## src/rtl/wrlvl_pkg.sv

```systemverilog
// Shared definitions for the write-levelling lane: state encoding, tap width
// and default parameter values.
package wrlvl_pkg;

  localparam int TAP_W             = 8;
  localparam int VOTE_W            = 4;
  localparam int DEF_SETTLE_CYCLES = 8;
  localparam int DEF_FB_SAMPLES    = 4;
  localparam int DEF_MAX_TAPS      = 128;
  localparam int DEF_FB_TIMEOUT    = 64;

  typedef enum logic [3:0] {
    ST_IDLE    = 4'd0,
    ST_LOAD    = 4'd1,
    ST_SETTLE  = 4'd2,
    ST_PULSE   = 4'd3,
    ST_WAIT_FB = 4'd4,
    ST_EVAL    = 4'd5,
    ST_STEP    = 4'd6,
    ST_DONE    = 4'd7,
    ST_ERROR   = 4'd8
  } wrlvl_state_t;

  // States in which an out-of-range delay line aborts the search.
  function automatic logic is_active(input wrlvl_state_t s);
    return s inside {ST_LOAD, ST_SETTLE, ST_PULSE, ST_WAIT_FB, ST_EVAL, ST_STEP};
  endfunction

endpackage

```

## src/rtl/wrlvl_fb_vote.sv

```systemverilog
// Feedback accumulator: counts samples and ones at one tap position and
// reports a strict-majority vote (a tie reads as 0).
module wrlvl_fb_vote
  import wrlvl_pkg::*;
#(
  parameter int FB_SAMPLES = DEF_FB_SAMPLES
) (
  input  logic SCLK,
  input  logic reset,
  input  logic clr,
  input  logic sample_en,
  input  logic sample_bit,
  output logic last_sample,
  output logic vote
);

  logic [VOTE_W-1:0] sample_cnt_reg;
  logic [VOTE_W-1:0] ones_cnt_reg;

  always_ff @(posedge SCLK) begin
    if (reset || clr) begin
      sample_cnt_reg <= '0;
      ones_cnt_reg   <= '0;
    end else if (sample_en) begin
      sample_cnt_reg <= sample_cnt_reg + VOTE_W'(1);
      ones_cnt_reg   <= ones_cnt_reg + VOTE_W'(sample_bit);
    end
  end

  // True while the sample being taken is the final one for this tap.
  assign last_sample = (sample_cnt_reg == VOTE_W'(FB_SAMPLES - 1));
  assign vote        = ({ones_cnt_reg, 1'b0} > (VOTE_W + 1)'(FB_SAMPLES));

endmodule

```

## src/rtl/wrlvl_lane.sv

```systemverilog
// Write-levelling search for one byte lane: sweeps the tx delay line upward
// until feedback goes 0 -> 1. Optional feedback timeout via WRLVL_TIMEOUT_EN.
module wrlvl_lane
  import wrlvl_pkg::*;
#(
  parameter int SETTLE_CYCLES = DEF_SETTLE_CYCLES,
  parameter int FB_SAMPLES    = DEF_FB_SAMPLES,
  parameter int MAX_TAPS      = DEF_MAX_TAPS,
  parameter int FB_TIMEOUT    = DEF_FB_TIMEOUT
) (
  input  logic             SCLK,
  input  logic             reset,
  input  logic             dfi_wrlvl_en,
  output logic             wrlvl_dqs_pulse,
  input  logic             wrlvl_fb_valid,
  input  logic             wrlvl_fb_dq,
  output logic             txdelay_load,
  output logic             txdelay_move,
  output logic             txdelay_direction,
  input  logic             txdelay_oor,
  output logic             dfi_wrlvl_resp,
  output logic             wr_training_error,
  output logic [TAP_W-1:0] wrlvl_tap
);

  localparam int               SETTLE_W    = $clog2(SETTLE_CYCLES + 1);
  localparam logic [SETTLE_W-1:0] SETTLE_LAST = SETTLE_W'(SETTLE_CYCLES - 1);
  localparam logic [TAP_W-1:0] TAP_LAST    = TAP_W'(MAX_TAPS - 1);

`ifdef WRLVL_TIMEOUT_EN
  localparam int                    FB_WAIT_W    = $clog2(FB_TIMEOUT + 1);
  localparam logic [FB_WAIT_W-1:0]  FB_WAIT_LAST = FB_WAIT_W'(FB_TIMEOUT - 1);
  logic [FB_WAIT_W-1:0] fb_wait_reg;
`endif

  wrlvl_state_t         state_reg;
  logic [SETTLE_W-1:0]  settle_cnt_reg;
  logic                 seen_zero_reg;
  logic                 vote_clr;
  logic                 vote_sample;
  logic                 last_sample;
  logic                 vote;

  assign vote_clr    = (state_reg == ST_LOAD) || (state_reg == ST_STEP);
  assign vote_sample = (state_reg == ST_WAIT_FB) && wrlvl_fb_valid;

  wrlvl_fb_vote #(
    .FB_SAMPLES (FB_SAMPLES)
  ) u_fb_vote (
    .SCLK        (SCLK),
    .reset       (reset),
    .clr         (vote_clr),
    .sample_en   (vote_sample),
    .sample_bit  (wrlvl_fb_dq),
    .last_sample (last_sample),
    .vote        (vote)
  );

  // Outputs are registered alongside the state they belong to, so each pulse
  // is high exactly for the cycle its state is resident.
  always_ff @(posedge SCLK) begin
    if (reset) begin
      state_reg         <= ST_IDLE;
      settle_cnt_reg    <= '0;
      seen_zero_reg     <= 1'b0;
      wrlvl_tap         <= '0;
      wrlvl_dqs_pulse   <= 1'b0;
      txdelay_load      <= 1'b0;
      txdelay_move      <= 1'b0;
      txdelay_direction <= 1'b0;
      dfi_wrlvl_resp    <= 1'b0;
      wr_training_error <= 1'b0;
`ifdef WRLVL_TIMEOUT_EN
      fb_wait_reg       <= '0;
`endif
    end else begin
      wrlvl_dqs_pulse   <= 1'b0;
      txdelay_load      <= 1'b0;
      txdelay_move      <= 1'b0;
      txdelay_direction <= 1'b0;

      if (!dfi_wrlvl_en) begin
        state_reg         <= ST_IDLE;
        dfi_wrlvl_resp    <= 1'b0;
        wr_training_error <= 1'b0;
      end else if (txdelay_oor && is_active(state_reg)) begin
        state_reg         <= ST_ERROR;
        dfi_wrlvl_resp    <= 1'b1;
        wr_training_error <= 1'b1;
      end else begin
        case (state_reg)
          ST_IDLE: begin
            state_reg     <= ST_LOAD;
            txdelay_load  <= 1'b1;
            wrlvl_tap     <= '0;
            seen_zero_reg <= 1'b0;
          end

          ST_LOAD: begin
            state_reg      <= ST_SETTLE;
            settle_cnt_reg <= '0;
          end

          ST_SETTLE: begin
            if (settle_cnt_reg == SETTLE_LAST) begin
              state_reg       <= ST_PULSE;
              wrlvl_dqs_pulse <= 1'b1;
            end else begin
              settle_cnt_reg <= settle_cnt_reg + SETTLE_W'(1);
            end
          end

          ST_PULSE: begin
            state_reg <= ST_WAIT_FB;
`ifdef WRLVL_TIMEOUT_EN
            // The strobe cycle itself counts toward the timeout window.
            fb_wait_reg <= FB_WAIT_W'(1);
`endif
          end

          ST_WAIT_FB: begin
            if (wrlvl_fb_valid) begin
              if (last_sample) begin
                state_reg <= ST_EVAL;
              end else begin
                state_reg       <= ST_PULSE;
                wrlvl_dqs_pulse <= 1'b1;
              end
            end
`ifdef WRLVL_TIMEOUT_EN
            else if (fb_wait_reg == FB_WAIT_LAST) begin
              state_reg         <= ST_ERROR;
              dfi_wrlvl_resp    <= 1'b1;
              wr_training_error <= 1'b1;
            end else begin
              fb_wait_reg <= fb_wait_reg + FB_WAIT_W'(1);
            end
`else
            else begin
              state_reg <= ST_WAIT_FB;
            end
`endif
          end

          ST_EVAL: begin
            if (vote && seen_zero_reg) begin
              state_reg         <= ST_DONE;
              dfi_wrlvl_resp    <= 1'b1;
              wr_training_error <= 1'b0;
            end else begin
              if (!vote) begin
                seen_zero_reg <= 1'b1;
              end
              // Stepping past the last tap would wrap the counter; fail instead.
              if (wrlvl_tap == TAP_LAST) begin
                state_reg         <= ST_ERROR;
                dfi_wrlvl_resp    <= 1'b1;
                wr_training_error <= 1'b1;
              end else begin
                state_reg         <= ST_STEP;
                txdelay_move      <= 1'b1;
                txdelay_direction <= 1'b1;
              end
            end
          end

          ST_STEP: begin
            state_reg      <= ST_SETTLE;
            settle_cnt_reg <= '0;
            wrlvl_tap      <= wrlvl_tap + TAP_W'(1);
          end

          ST_DONE, ST_ERROR: begin
            state_reg <= state_reg;
          end

          default: begin
            state_reg         <= ST_IDLE;
            dfi_wrlvl_resp    <= 1'b0;
            wr_training_error <= 1'b0;
          end
        endcase
      end
    end
  end

endmodule

```

## config.mk

```make
export PLATFORM = sky130hd
export DESIGN_NAME = wrlvl_lane
export DESIGN_NICKNAME = d
export VERILOG_FILES = /design/src/rtl/wrlvl_pkg.sv /design/src/rtl/wrlvl_fb_vote.sv /design/src/rtl/wrlvl_lane.sv
export SDC_FILE = /design/constraint.sdc
export NUM_CORES = 1
export LEC_CHECK = 0
export CAP_MARGIN = 30
export CORE_MARGIN = 2
export CORE_UTILIZATION = 45
export DETAILED_ROUTE_END_ITERATION = 10
export GPL_TIMING_DRIVEN = 1
export PLACE_DENSITY = 0.63
export SYNTH_ARGS = -nofsm -noshare
export SYNTH_HDL_FRONTEND = slang
export SYNTH_SLANG_ARGS = --single-unit
```

## constraint.sdc

```tcl
create_clock -name SCLK -period 4 [get_ports SCLK]
set_clock_uncertainty 0.1 [all_clocks]
set_input_delay 0.4 -clock SCLK [delete_from_list [all_inputs] [get_ports SCLK]]
set_output_delay 0.4 -clock SCLK [all_outputs]
set_load 0.02 [all_outputs]
```

==> results of run 1 <==
## where the power goes
| group | internal, mW | switching (mW) |
|---|---|---|
| registers | 0.302 | 0.00697 |
| logic | 0.0204 | 0.0280 |
| clock network | 0.120 | 0.104 |
## cell usage in the layout (no fill, tap or decap), drive strengths merged, types with 2 or more instances in the layout
master / Yosys / final
dfxtp: 30 / 30
nor2: 25 / 25
clkdlybuf4s50: 0 / 19
nand2: 15 / 15
a21oi: 9 / 9
nand3: 9 / 9
xor2: 8 / 8
clkbuf: 2 / 8
inv: 6 / 6
ha: 5 / 5
o21ai: 5 / 5
nor3b: 4 / 4
nand4: 4 / 4
nor3: 4 / 4
xnor2: 3 / 3
a21o: 3 / 3
mux2i: 3 / 3
a211oi: 3 / 3
and3b: 2 / 2
o21a: 2 / 2
nand2b: 2 / 2
and3: 2 / 2
o31ai: 2 / 2
or3: 2 / 2
nor2b: 2 / 2
nor4: 2 / 2
o211ai: 2 / 2
## critical path, stage by stage (launching register included)
cell and delay, ns:
sky130_fd_sc_hd__dfxtp_1 0.64, sky130_fd_sc_hd__nor4bb_1 0.49, sky130_fd_sc_hd__or3_1 0.42, sky130_fd_sc_hd__inv_1 0.13, sky130_fd_sc_hd__a22o_1 0.25, sky130_fd_sc_hd__a21o_1 0.17
## cells by family (layout without fill, tap and decap cells)
group                      count (synthesis)  in the layout  synth area share
AOI/OAI and AO/OA                         36             36             0.166
adders and majority gates                  5              5            0.0401
and+or+nand+nor                           81             81             0.278
buffers and inverters                     15             33            0.0505
xor gates and xnor gates                  11             11            0.0617
muxes                                      3              3            0.0192
DFF                                       30             30             0.385
## final timing paths
kind                          start                 to  slack [ns]  cells after the start
setup / recovery       state_reg[1]  settle_cnt_reg[2]        1.70                      5
hold / removal    wr_training_error  wr_training_error        0.38                      2
setup reg to reg       state_reg[1]  settle_cnt_reg[2]        1.70                      5
hold reg to reg   wr_training_error  wr_training_error        0.38                      2
## final cells by class
type                    instances  area, sq um  area share
inverters                       6         22.5      0.0123
well taps                      46         57.6      0.0314
clock buffers                   8         78.8      0.0430
multi-input cells             136          882       0.482
repair buffers                 19          190       0.104
flip-flops and latches         30          601       0.328
## synth_stat cells (3+ instances only)
cell type / number
sky130_fd_sc_hd__nor3_1: 3
sky130_fd_sc_hd__xnor2_1: 3
sky130_fd_sc_hd__dfxtp_1: 30
sky130_fd_sc_hd__nand2_1: 15
sky130_fd_sc_hd__a21o_1: 3
sky130_fd_sc_hd__o21ai_0: 4
sky130_fd_sc_hd__nand3_1: 9
sky130_fd_sc_hd__nand4_1: 4
sky130_fd_sc_hd__mux2i_1: 3
sky130_fd_sc_hd__buf_4: 3
sky130_fd_sc_hd__ha_1: 5
sky130_fd_sc_hd__inv_1: 5
sky130_fd_sc_hd__buf_2: 3
sky130_fd_sc_hd__a21oi_1: 9
sky130_fd_sc_hd__nor3b_1: 4
sky130_fd_sc_hd__xor2_1: 8
sky130_fd_sc_hd__nor2_1: 25
## metrics by stage
step	std cells	power, mW	setup WS [ns]	util
5_1_grt	245	0.612	1.51	0.549
4_1_cts	245	0.592	1.72	0.549
3_3_place_gp	237	0.363	1.72	0.525
3_5_place_dp	237	0.364	1.69	0.525
6_report	245	0.582	1.70	0.549
2_1_floorplan	181	0.349	2.25	-
## layer usage
metal / up-vias / share of wire / track usage
met1: 648 / 0.49 / 0.230
met5: - / 0 / 0
met3: 2 / 0.046 / 0.0559
met2: 31 / 0.46 / 0.273
met4: 0 / 0.0055 / 0.0889
li1: 688 / - / -
==> tab_implementation.tex, run 1 <==
\begin{tabular}{lr}
\hline
Metric & Value \\
\hline
\multicolumn{2}{l}{\textbf{Outcome}} \\
Run status & finished clean \\
\multicolumn{2}{l}{\textbf{Drt}} \\
Iteration-0 DRC Markers & 73 \\
DR vias & 1369 \\
First drt pass iteration count & 4 \\
Vias/cell & 5.59 \\
Remaining antenna violation count & 0 \\
Total DRC errors in the routed layout & 0 \\
Post-Route WL & 3.28 mm \\
Post-DR wirelength/cell & 13.4 um \\
\multicolumn{2}{l}{\textbf{GRT}} \\
Antenna violations before repair & 0 \\
Global-route wire length before repair & 5.61 mm \\
Congestion Overflow GR & 0 \\
Pin count of the biggest net entering global routing & 19 \\
Combined global-route utilization of all metal layers & 0.180 \\
Number of global-route vias before repair & between 1000 and 1500 \\
\multicolumn{2}{l}{\textbf{Pwr}} \\
Max rail drop VDD & 198 uV \\
Power density cells & approximately 320 nW/um\^{}2 \\
Leakage power of the design & $\sim$0.66 nW \\
\multicolumn{2}{l}{\textbf{Setup path}} \\
Peak fanout along the critical path & 14 \\
Critical path arrival & 2.43 ns \\
Required time worst endpoint & a little over 4 ns \\
Kind of end point of the critical path & flip-flop \\
Kind of critical path & flip-flop to flip-flop \\
Kind of start point of the critical path & flip-flop \\
\multicolumn{2}{l}{\textbf{Timing}} \\
Share of the clock period used by the worst path after layout & 0.575 \\
Minimum period implied by the final worst setup slack & roughly 2.3 ns \\
Headroom to the max-slew limit & 0.599 \\
RSZ-0062 raised after global routing & false \\
Maximum clock frequency & 0.435 GHz \\
Worst slew pin tran & 0.600 ns \\
Post-Route Hold Slack & 0.385 ns \\
Final number of setup-violating endpoints & 0 \\
Final Max Tran Viols & 0 \\
Total negative slack & 0 ns \\
Number of endpoints with negative hold slack in the final report & 0 \\
\multicolumn{2}{l}{\textbf{Clock tree}} \\
Clock tree from TritonCTS & done \\
Buffer depth of the longest clock path & 2 \\
\# H-tree levels & 2 \\
Clock transition at the registers of the reported paths & 0.10 ns \\
Worst-skew pair later-pin latency & 0.33 ns \\
Post-CTS Setup Inserts & 0 \\
Hold bufs inserted after CTS & 0 \\
Cts bufs inserted & 5 \\
Number of sinks handled by clock tree synthesis & 30 \\
Post-CTS sizing & 0 \\
Root Buffer & sky130\_fd\_sc\_hd\_\_clkbuf\_4 \\
\multicolumn{2}{l}{\textbf{Synth}} \\
Area fraction of the dominant cell type after synthesis & 0.385 \\
Post-synth net total & 192 \\
Number of unique standard cell types used by synthesis & 51 \\
Avg Cell Area, Syn & between 8 and 9 sq um \\
Synthesized flop and latch total & 30 \\
EDFF count, synth & 0 \\
Yosys Warn Count & 0 \\
Post-synthesis instance area & around 1600 sq um \\
Leading cell types by total area after synthesis & sky130\_fd\_sc\_hd\_\_dfxtp\_1 (38\%), sky130\_fd\_sc\_hd\_\_nor2\_1 (6.0\%), sky130\_fd\_sc\_hd\_\_xor2\_1 (4.5\%) \\
Main flop type after synthesis & sky130\_fd\_sc\_hd\_\_dfxtp\_1 \\
Sequential-to-total area share from yosys stat & 0.385 \\
Proportion of register bits with asynchronous set or reset after synthesis & 0 \\
Instance count of the mapped netlist & roughly 180 \\
Largest area contributor in the netlist & sky130\_fd\_sc\_hd\_\_dfxtp\_1 \\
\multicolumn{2}{l}{\textbf{Floorplan}} \\
Starting density of the core & 0.468 \\
Die Ht & 62.9 um \\
Core Footprint & 3340 sq um \\
IO Count & 20 \\
Die X-Extent & 62.9 um \\
Cell row count & 21 \\
Die Footprint & about 4000 sq um \\
\multicolumn{2}{l}{\textbf{Finish}} \\
Number of flip-flops under the largest register name & 8 \\
Diodes inserted & 0 \\
Fraction of final layout cells with drive strength greater than 1 & 0.0854 \\
Fill cells & 328 \\
Register ranked first by flip-flop count & wrlvl\_tap \\
P\&R area growth vs syn & 17.3\% \\
Final design area excluding fillers & between 1500 and 2000 sq um \\
Layout Nets & 209 \\
\multicolumn{2}{l}{\textbf{Placement}} \\
Routability congestion estimate from global placement & a little under 0.8 \\
Detailed Place HPWL & 2.34 mm \\
Area after detailed placement & 1750 sq um \\
Buffers added on ports & 19 \\
\multicolumn{2}{l}{\textbf{Worst hold path}} \\
Worst hold-check path type & flip-flop to flip-flop \\
\multicolumn{2}{l}{\textbf{Flow run}} \\
Reported max-cap violation count & 0 \\
\hline
\end{tabular}
Power figures use the tool's default switching activity.
==> run 2: changes to the inputs <==
==> constraint.sdc (replaced) <==
create_clock -name SCLK -period 2.28 [get_ports SCLK]
set_clock_uncertainty 0.1 [all_clocks]
set_input_delay 0.228 -clock SCLK [delete_from_list [all_inputs] [get_ports SCLK]]
set_output_delay 0.228 -clock SCLK [all_outputs]
set_load 0.02 [all_outputs]
==> run 2 against run 1 <==
Clock-buffer cell count fell by 1; largest cell class unchanged; register-to-register slack worse by 1.5 ns; sequential share of layout area shrank 0.33 points.
==> tab_implementation.tex, run 2 (synthesis results as in run 1) <==
\begin{tabular}{lr}
\hline
Metric & Value \\
\hline
\multicolumn{2}{l}{\textbf{Outcome}} \\
Run status & finished clean (unchanged) \\
\multicolumn{2}{l}{\textbf{Setup path}} \\
Critical Path Max Stage Delay & 0.61 ns (was 0.64 ns) \\
Worst path slowest cell & sky130\_fd\_sc\_hd\_\_dfxtp\_1 (unchanged) \\
Critical path arrival & 2.25 ns (was 2.43 ns) \\
Kind of end point of the critical path & flip-flop (unchanged) \\
Top cell family by delay on the critical path & simple AND/OR/NAND/NOR gates (unchanged) \\
Peak fanout along the critical path & 14 (unchanged) \\
Critical path buffer and inverter count & 0 (was 1) \\
Kind of critical path & flip-flop to flip-flop (unchanged) \\
Required time worst endpoint & 2.45 ns (was 4.13 ns) \\
Kind of start point of the critical path & flip-flop (unchanged) \\
Critical path, cell by cell & and3\_1 > o31a\_2 > o21ai\_2 > or4\_1 > nand3\_1 (was nor4bb\_1 > or3\_1 > inv\_1 > a22o\_1 > a21o\_1) \\
\multicolumn{2}{l}{\textbf{Clock tree}} \\
Clock transition at the registers of the reported paths & 0.10 ns (about the same) \\
Post-CTS Setup Inserts & 0 (unchanged) \\
Buffer depth of the longest clock path & 2 (unchanged) \\
Hold bufs inserted after CTS & 0 (unchanged) \\
Clock tree from TritonCTS & done (unchanged) \\
\# H-tree levels & 2 (unchanged) \\
Number of sinks handled by clock tree synthesis & 30 (unchanged) \\
Root Buffer & sky130\_fd\_sc\_hd\_\_clkbuf\_4 (unchanged) \\
Cts bufs inserted & 5 (unchanged) \\
Worst-skew pair later-pin latency & 0.33 ns (about the same) \\
Post-CTS sizing & 0 (unchanged) \\
\multicolumn{2}{l}{\textbf{Timing}} \\
RSZ-0062 raised after global routing & false (unchanged) \\
Maximum clock frequency & 0.481 GHz (was 0.435 GHz) \\
Final Max Tran Viols & 0 (unchanged) \\
Worst slew pin tran & 0.509 ns (was 0.600 ns) \\
Post-Route Hold Slack & 0.387 ns (was 0.385 ns) \\
Total negative slack & 0 ns (unchanged) \\
Final number of setup-violating endpoints & 0 (unchanged) \\
Share of the clock period used by the worst path after layout & 0.911 (was 0.575) \\
Number of endpoints with negative hold slack in the final report & 0 (unchanged) \\
Minimum period implied by the final worst setup slack & 2.08 ns (was 2.30 ns) \\
Headroom to the max-slew limit & 0.660 (was 0.599) \\
\multicolumn{2}{l}{\textbf{Drt}} \\
Vias/cell & 5.57 (was 5.59) \\
Post-Route WL & 3.45 mm (was 3.28 mm) \\
Total DRC errors in the routed layout & 0 (unchanged) \\
DR vias & 1393 (was 1369) \\
Post-DR wirelength/cell & 13.8 um (was 13.4 um) \\
First drt pass iteration count & 5 (was 4) \\
Iteration-0 DRC Markers & 99 (was 73) \\
Remaining antenna violation count & 0 (unchanged) \\
\multicolumn{2}{l}{\textbf{GRT}} \\
Combined global-route utilization of all metal layers & 0.196 (was 0.180) \\
Congestion Overflow GR & 0 (unchanged) \\
Antenna violations before repair & 0 (unchanged) \\
Pin count of the biggest net entering global routing & 15 (was 19) \\
Number of global-route vias before repair & 1321 (was 1263) \\
Global-route wire length before repair & 6.00 mm (was 5.61 mm) \\
\multicolumn{2}{l}{\textbf{Floorplan}} \\
Die Footprint & 3960 sq um (unchanged) \\
Die Ht & 62.9 um (unchanged) \\
Cell row count & 21 (unchanged) \\
Die X-Extent & 62.9 um (unchanged) \\
Core Footprint & 3340 sq um (unchanged) \\
Starting density of the core & 0.468 (unchanged) \\
IO Count & 20 (unchanged) \\
\multicolumn{2}{l}{\textbf{Finish}} \\
Layout Nets & 214 (was 209) \\
Register ranked first by flip-flop count & wrlvl\_tap (unchanged) \\
Final design area excluding fillers & 1850 sq um (was 1830 sq um) \\
Final core area utilization & 0.555 (was 0.549) \\
Fraction of final layout cells with drive strength greater than 1 & 0.103 (was 0.0854) \\
Diodes inserted & 0 (unchanged) \\
Most common cell after layout, fill and taps aside & sky130\_fd\_sc\_hd\_\_dfxtp\_1 (unchanged) \\
Number of flip-flops under the largest register name & 8 (unchanged) \\
Finished Layout Cells & 250 (was 245) \\
P\&R area growth vs syn & 18.5\% (was 17.3\%) \\
Most frequent cells in the layout & sky130\_fd\_sc\_hd\_\_dfxtp\_1 (30), sky130\_fd\_sc\_hd\_\_nor2\_1 (25), sky130\_fd\_sc\_hd\_\_clkdlybuf4s50\_1 (19) (unchanged) \\
\multicolumn{2}{l}{\textbf{Placement}} \\
Routability congestion estimate from global placement & 0.818 (was 0.793) \\
Area after detailed placement & 1790 sq um (was 1750 sq um) \\
Detailed Place HPWL & 2.55 mm (was 2.34 mm) \\
Buffers added on ports & 19 (unchanged) \\
Number of instances in the placed design & 242 (was 237) \\
\multicolumn{2}{l}{\textbf{Flow run}} \\
Reported max-cap violation count & 0 (unchanged) \\
\multicolumn{2}{l}{\textbf{Pwr}} \\
Power density cells & 525 nW/um\^{}2 (was 317 nW/um\^{}2) \\
Leakage power of the design & 0.679 nW (was 0.664 nW) \\
Max rail drop VDD & 338 uV (was 198 uV) \\
\multicolumn{2}{l}{\textbf{Worst hold path}} \\
Worst hold-check path type & flip-flop to flip-flop (unchanged) \\
\hline
\end{tabular}
-- run 2: cell types whose count changed in the layout (fill, tap and decap cells not counted), sizes merged --
| cell | delta |
|---|---|
| buf | +5 |
| clkbuf | -1 |
| clkinv | +1 |
-- run 2: per-stage QoR --
| step | setup slack [ns] | power [mW] |
|---|---|---|
| 2_1_floorplan | 0.533 | 0.612 |
| 5_1_grt | 0.0417 | 1.03 |
| 3_5_place_dp | 0.170 | 0.646 |
| 6_report | 0.203 | 0.971 |
| 4_1_cts | 0.214 | 0.983 |
| 3_3_place_gp | 0.219 | 0.644 |
-- run 2: final timing paths --
check | cells after the start | endpoint | slack, ns | from
setup / recovery | 5 | settle_cnt_reg[3] | 0.20 | state_reg[2]
hold / removal | 2 | wr_training_error | 0.39 | wr_training_error
setup reg to reg | 5 | settle_cnt_reg[3] | 0.20 | state_reg[2]
hold reg to reg | 2 | wr_training_error | 0.39 | wr_training_error
-- run 2: power by group --
part / internal, mW / total [mW] / switching, mW
clock: 0.149 / 0.337 / 0.188
sequential: 0.529 / 0.540 / 0.0103
combinational: 0.0412 / 0.0940 / 0.0529
-- run 2: worst reg2reg max path: cells and delay by family, from the launching register on --
family | cells | cell delay (ns)
simple gates | 3 | 0.99
flops | 1 | 0.61
compound gates | 2 | 0.32
-- run 2: layer usage --
layer	vias to the layer above	share of wire	global-route usage	wire, um
met4	0	0.017	0.0917	59
met5	-	0	0	0
met3	6	0.044	0.0631	153
li1	698	-	-	-
met2	36	0.46	0.299	1580
met1	653	0.48	0.251	1650
-- run 2: layout make-up --
class / count / area, sq um
Fill cell: 338 / 1490
Multi-Input combinational cell: 136 / 882
Clock inverter: 1 / 5.00
Inverter: 6 / 22.5
Clock buffer: 7 / 55.1
Timing Repair Buffer: 24 / 228
Tap cell: 46 / 57.6
Sequential cell: 30 / 601
==> run 3: changes to the inputs <==
--- a/config.mk
+++ b/config.mk
@@ -10,7 +10,8 @@
 export CORE_UTILIZATION = 45
 export DETAILED_ROUTE_END_ITERATION = 10
 export GPL_TIMING_DRIVEN = 1
-export PLACE_DENSITY = 0.63
+export PLACE_DENSITY = 0.66
+export SKIP_LAST_GASP = 1
 export SYNTH_ARGS = -nofsm -noshare
 export SYNTH_HDL_FRONTEND = slang
 export SYNTH_SLANG_ARGS = --single-unit
==> constraint.sdc (replaced) <==
create_clock -name SCLK -period 1.9 [get_ports SCLK]
set_clock_uncertainty 0.1 [all_clocks]
set_input_delay 0.19 -clock SCLK [delete_from_list [all_inputs] [get_ports SCLK]]
set_output_delay 0.19 -clock SCLK [all_outputs]
set_load 0.02 [all_outputs]
==> run 3 against run 2 <==
Cell area grew 11%; first-iteration DRC count shrank 35%; clock power grew 26%; setup slack lost 0.14 ns; clock-buffer cell count shrank 1; utilization grew 6.1 points; global-route usage grew 0.94 points; sequential power grew 19%; worst hold slack lost 0.0088 ns; register-to-register slack lost 0.14 ns; via count grew 5.9%; critical path type unchanged.
==> tab_implementation.tex, run 3 (synthesis results as in run 1) <==
\begin{tabular}{lr}
\hline
Metric & Value \\
\hline
\multicolumn{2}{l}{\textbf{Outcome}} \\
Run status & finished clean (unchanged) \\
\multicolumn{2}{l}{\textbf{Drt}} \\
Iteration-0 DRC Markers & 64 (was 99) \\
Total DRC errors in the routed layout & 0 (unchanged) \\
First drt pass iteration count & 4 (was 5) \\
DR vias & 1475 (was 1393) \\
Post-Route WL & 3.74 mm (was 3.45 mm) \\
Vias/cell & 5.42 (was 5.57) \\
Post-DR wirelength/cell & 13.8 um (about the same) \\
Remaining antenna violation count & 0 (unchanged) \\
\multicolumn{2}{l}{\textbf{Clock tree}} \\
Clock tree from TritonCTS & done (unchanged) \\
\# H-tree levels & 2 (unchanged) \\
Root Buffer & sky130\_fd\_sc\_hd\_\_clkbuf\_4 (unchanged) \\
Buffer depth of the longest clock path & 2 (unchanged) \\
Cts bufs inserted & 5 (unchanged) \\
Hold bufs inserted after CTS & 0 (unchanged) \\
Worst-skew pair later-pin latency & 0.34 ns (was 0.33 ns) \\
Number of sinks handled by clock tree synthesis & 30 (unchanged) \\
Clock transition at the registers of the reported paths & 0.12 ns (was 0.10 ns) \\
\multicolumn{2}{l}{\textbf{Finish}} \\
Diodes inserted & 0 (unchanged) \\
Most frequent cells in the layout & sky130\_fd\_sc\_hd\_\_dfxtp\_1 (26), sky130\_fd\_sc\_hd\_\_buf\_4 (26), sky130\_fd\_sc\_hd\_\_nor2\_1 (25) (was sky130\_fd\_sc\_hd\_\_dfxtp\_1 (30), sky130\_fd\_sc\_hd\_\_nor2\_1 (25), sky130\_fd\_sc\_hd\_\_clkdlybuf4s50\_1 (19)) \\
Layout Nets & 236 (was 214) \\
Number of flip-flops under the largest register name & 8 (unchanged) \\
Final core area utilization & 0.616 (was 0.555) \\
Final design area excluding fillers & 2050 sq um (was 1850 sq um) \\
Combined flip-flop and latch cell area & 611 sq um (was 601 sq um) \\
Footprint of the multi-input gates & 895 sq um (was 882 sq um) \\
Fraction of final layout cells with drive strength greater than 1 & 0.230 (was 0.103) \\
Fill cells & 305 (was 338) \\
Register ranked first by flip-flop count & wrlvl\_tap (unchanged) \\
P\&R area growth vs syn & 31.6\% (was 18.5\%) \\
\multicolumn{2}{l}{\textbf{Worst hold path}} \\
Worst hold-check path type & flip-flop to flip-flop (unchanged) \\
Startpoint of the most critical hold path & settle\_cnt\_reg[0] (was wr\_training\_error) \\
Hold Path Cell Cnt & 1 (was 2) \\
WHS Endpoint & settle\_cnt\_reg[0] (was wr\_training\_error) \\
\multicolumn{2}{l}{\textbf{Setup path}} \\
Critical path buffer and inverter count & 1 (was 0) \\
Terminus of the critical flop-to-flop path & settle\_cnt\_reg[3] (unchanged) \\
Launch point of the worst reg-to-reg path & state\_reg[1] (was state\_reg[2]) \\
Kind of critical path & flip-flop to flip-flop (unchanged) \\
Required time worst endpoint & 2.10 ns (was 2.45 ns) \\
Critical Path Max Stage Delay & 0.52 ns (was 0.61 ns) \\
Top cell family by delay on the critical path & simple AND/OR/NAND/NOR gates (unchanged) \\
Critical path arrival & 2.04 ns (was 2.25 ns) \\
Kind of start point of the critical path & flip-flop (unchanged) \\
Kind of end point of the critical path & flip-flop (unchanged) \\
R2r setup slk & 0.06 ns (was 0.20 ns) \\
Critical path, cell by cell & nor4bb\_1 > buf\_4 > or3\_1 > or4\_4 > nand3\_1 (was and3\_1 > o31a\_2 > o21ai\_2 > or4\_1 > nand3\_1) \\
Worst path slowest cell & sky130\_fd\_sc\_hd\_\_or4\_4 (was sky130\_fd\_sc\_hd\_\_dfxtp\_1) \\
Worst-case reg-to-reg path depth & 5 (unchanged) \\
Peak fanout along the critical path & 6 (was 14) \\
\multicolumn{2}{l}{\textbf{GRT}} \\
Number of global-route vias before repair & 1474 (was 1321) \\
Combined global-route utilization of all metal layers & 0.206 (was 0.196) \\
Congestion Overflow GR & 0 (unchanged) \\
Global-route wire length before repair & 6.49 mm (was 6.00 mm) \\
Antenna violations before repair & 0 (unchanged) \\
Pin count of the biggest net entering global routing & 12 (was 15) \\
\multicolumn{2}{l}{\textbf{Floorplan}} \\
Die X-Extent & 62.9 um (unchanged) \\
Starting density of the core & 0.468 (unchanged) \\
IO Count & 20 (unchanged) \\
Die Footprint & 3960 sq um (unchanged) \\
Die Ht & 62.9 um (unchanged) \\
Core Footprint & 3340 sq um (unchanged) \\
Cell row count & 21 (unchanged) \\
\multicolumn{2}{l}{\textbf{Timing}} \\
Smallest setup slack after layout & 0.0598 ns (was 0.203 ns) \\
Final Max Tran Viols & 0 (unchanged) \\
Number of endpoints with negative hold slack in the final report & 0 (unchanged) \\
Final number of setup-violating endpoints & 0 (unchanged) \\
RSZ-0062 raised after global routing & false (unchanged) \\
Headroom to the max-slew limit & 0.738 (was 0.660) \\
Minimum period implied by the final worst setup slack & 1.84 ns (was 2.08 ns) \\
Share of the clock period used by the worst path after layout & 0.969 (was 0.911) \\
Maximum clock frequency & 0.543 GHz (was 0.481 GHz) \\
Total negative slack & 0 ns (unchanged) \\
Worst slew pin tran & 0.388 ns (was 0.509 ns) \\
\multicolumn{2}{l}{\textbf{Placement}} \\
Routability congestion estimate from global placement & 0.805 (was 0.818) \\
Buffers added on ports & 19 (unchanged) \\
Area after detailed placement & 1920 sq um (was 1790 sq um) \\
Detailed Place HPWL & 2.73 mm (was 2.55 mm) \\
Post-place setup slack & -0.0431 ns (was 0.170 ns) \\
\multicolumn{2}{l}{\textbf{Flow run}} \\
Reported max-cap violation count & 0 (unchanged) \\
\multicolumn{2}{l}{\textbf{Pwr}} \\
Leakage power of the design & 0.799 nW (was 0.679 nW) \\
Total power of the final layout & 1.22 mW (was 0.971 mW) \\
Power density cells & 592 nW/um\^{}2 (was 525 nW/um\^{}2) \\
Max rail drop VDD & 431 uV (was 338 uV) \\
\hline
\end{tabular}
run 3: cell count changes in the layout (fill, tap and decap cells not counted), sizes merged:
cell,before,now
clkbuf,7,6
buf,5,27
clkinvlp,0,1
run 3: worst max path at each step:
| stage | from | end | depth (start not counted) |
|---|---|---|---|
| global route | state_reg[3] | settle_cnt_reg[3] | 5 |
| global placement | state_reg[1] | settle_cnt_reg[2] | 6 |
| CTS | state_reg[2] | settle_cnt_reg[3] | 5 |
| floorplan | settle_cnt_reg[0] | settle_cnt_reg[3] | 6 |
| finish | state_reg[1] | settle_cnt_reg[3] | 5 |
| detailed placement | txdelay_oor | settle_cnt_reg[3] | 6 |
run 3: layout make-up:
class,instances,area share
Multi-Input combinational cell,136,0.435
Sequential cell,30,0.297
Timing Repair Buffer,46,0.197
Tap cell,46,0.0280
Clock buffer,6,0.0250
Inverter,6,0.0110
Clock inverter,2,0.00609
run 3: per-stage QoR:
stage	instances	hold WS, ns
global route	272	0.401
floorplan	181	0.162
finish	272	0.378
detailed placement	259	0.380
global placement	259	0.366
CTS	269	0.391
run 3: metal layers:
layer | up-vias | global-route usage | wire length, um
met2 | 32 | 0.344 | 1770
li1 | 736 | - | -
met4 | 0 | 0.0778 | 76
met5 | - | 0 | 0
met3 | 9 | 0.0559 | 157
met1 | 698 | 0.250 | 1740
run 3: where the power goes:
part	total [mW]	internal (mW)	switching, mW	leakage [nW]
Clock	0.423	0.178	0.245	0.0343
Combinational	0.153	0.0753	0.0776	0.520
Sequential	0.641	0.634	0.00714	0.245
Total	1.22	0.887	0.330	0.799
run 3: what timing repair did:
action,CTS,global route
pin swaps,1,2
setup buffers,2,3
gates resized for setup,2,8
endpoints found under the setup margin,3,5
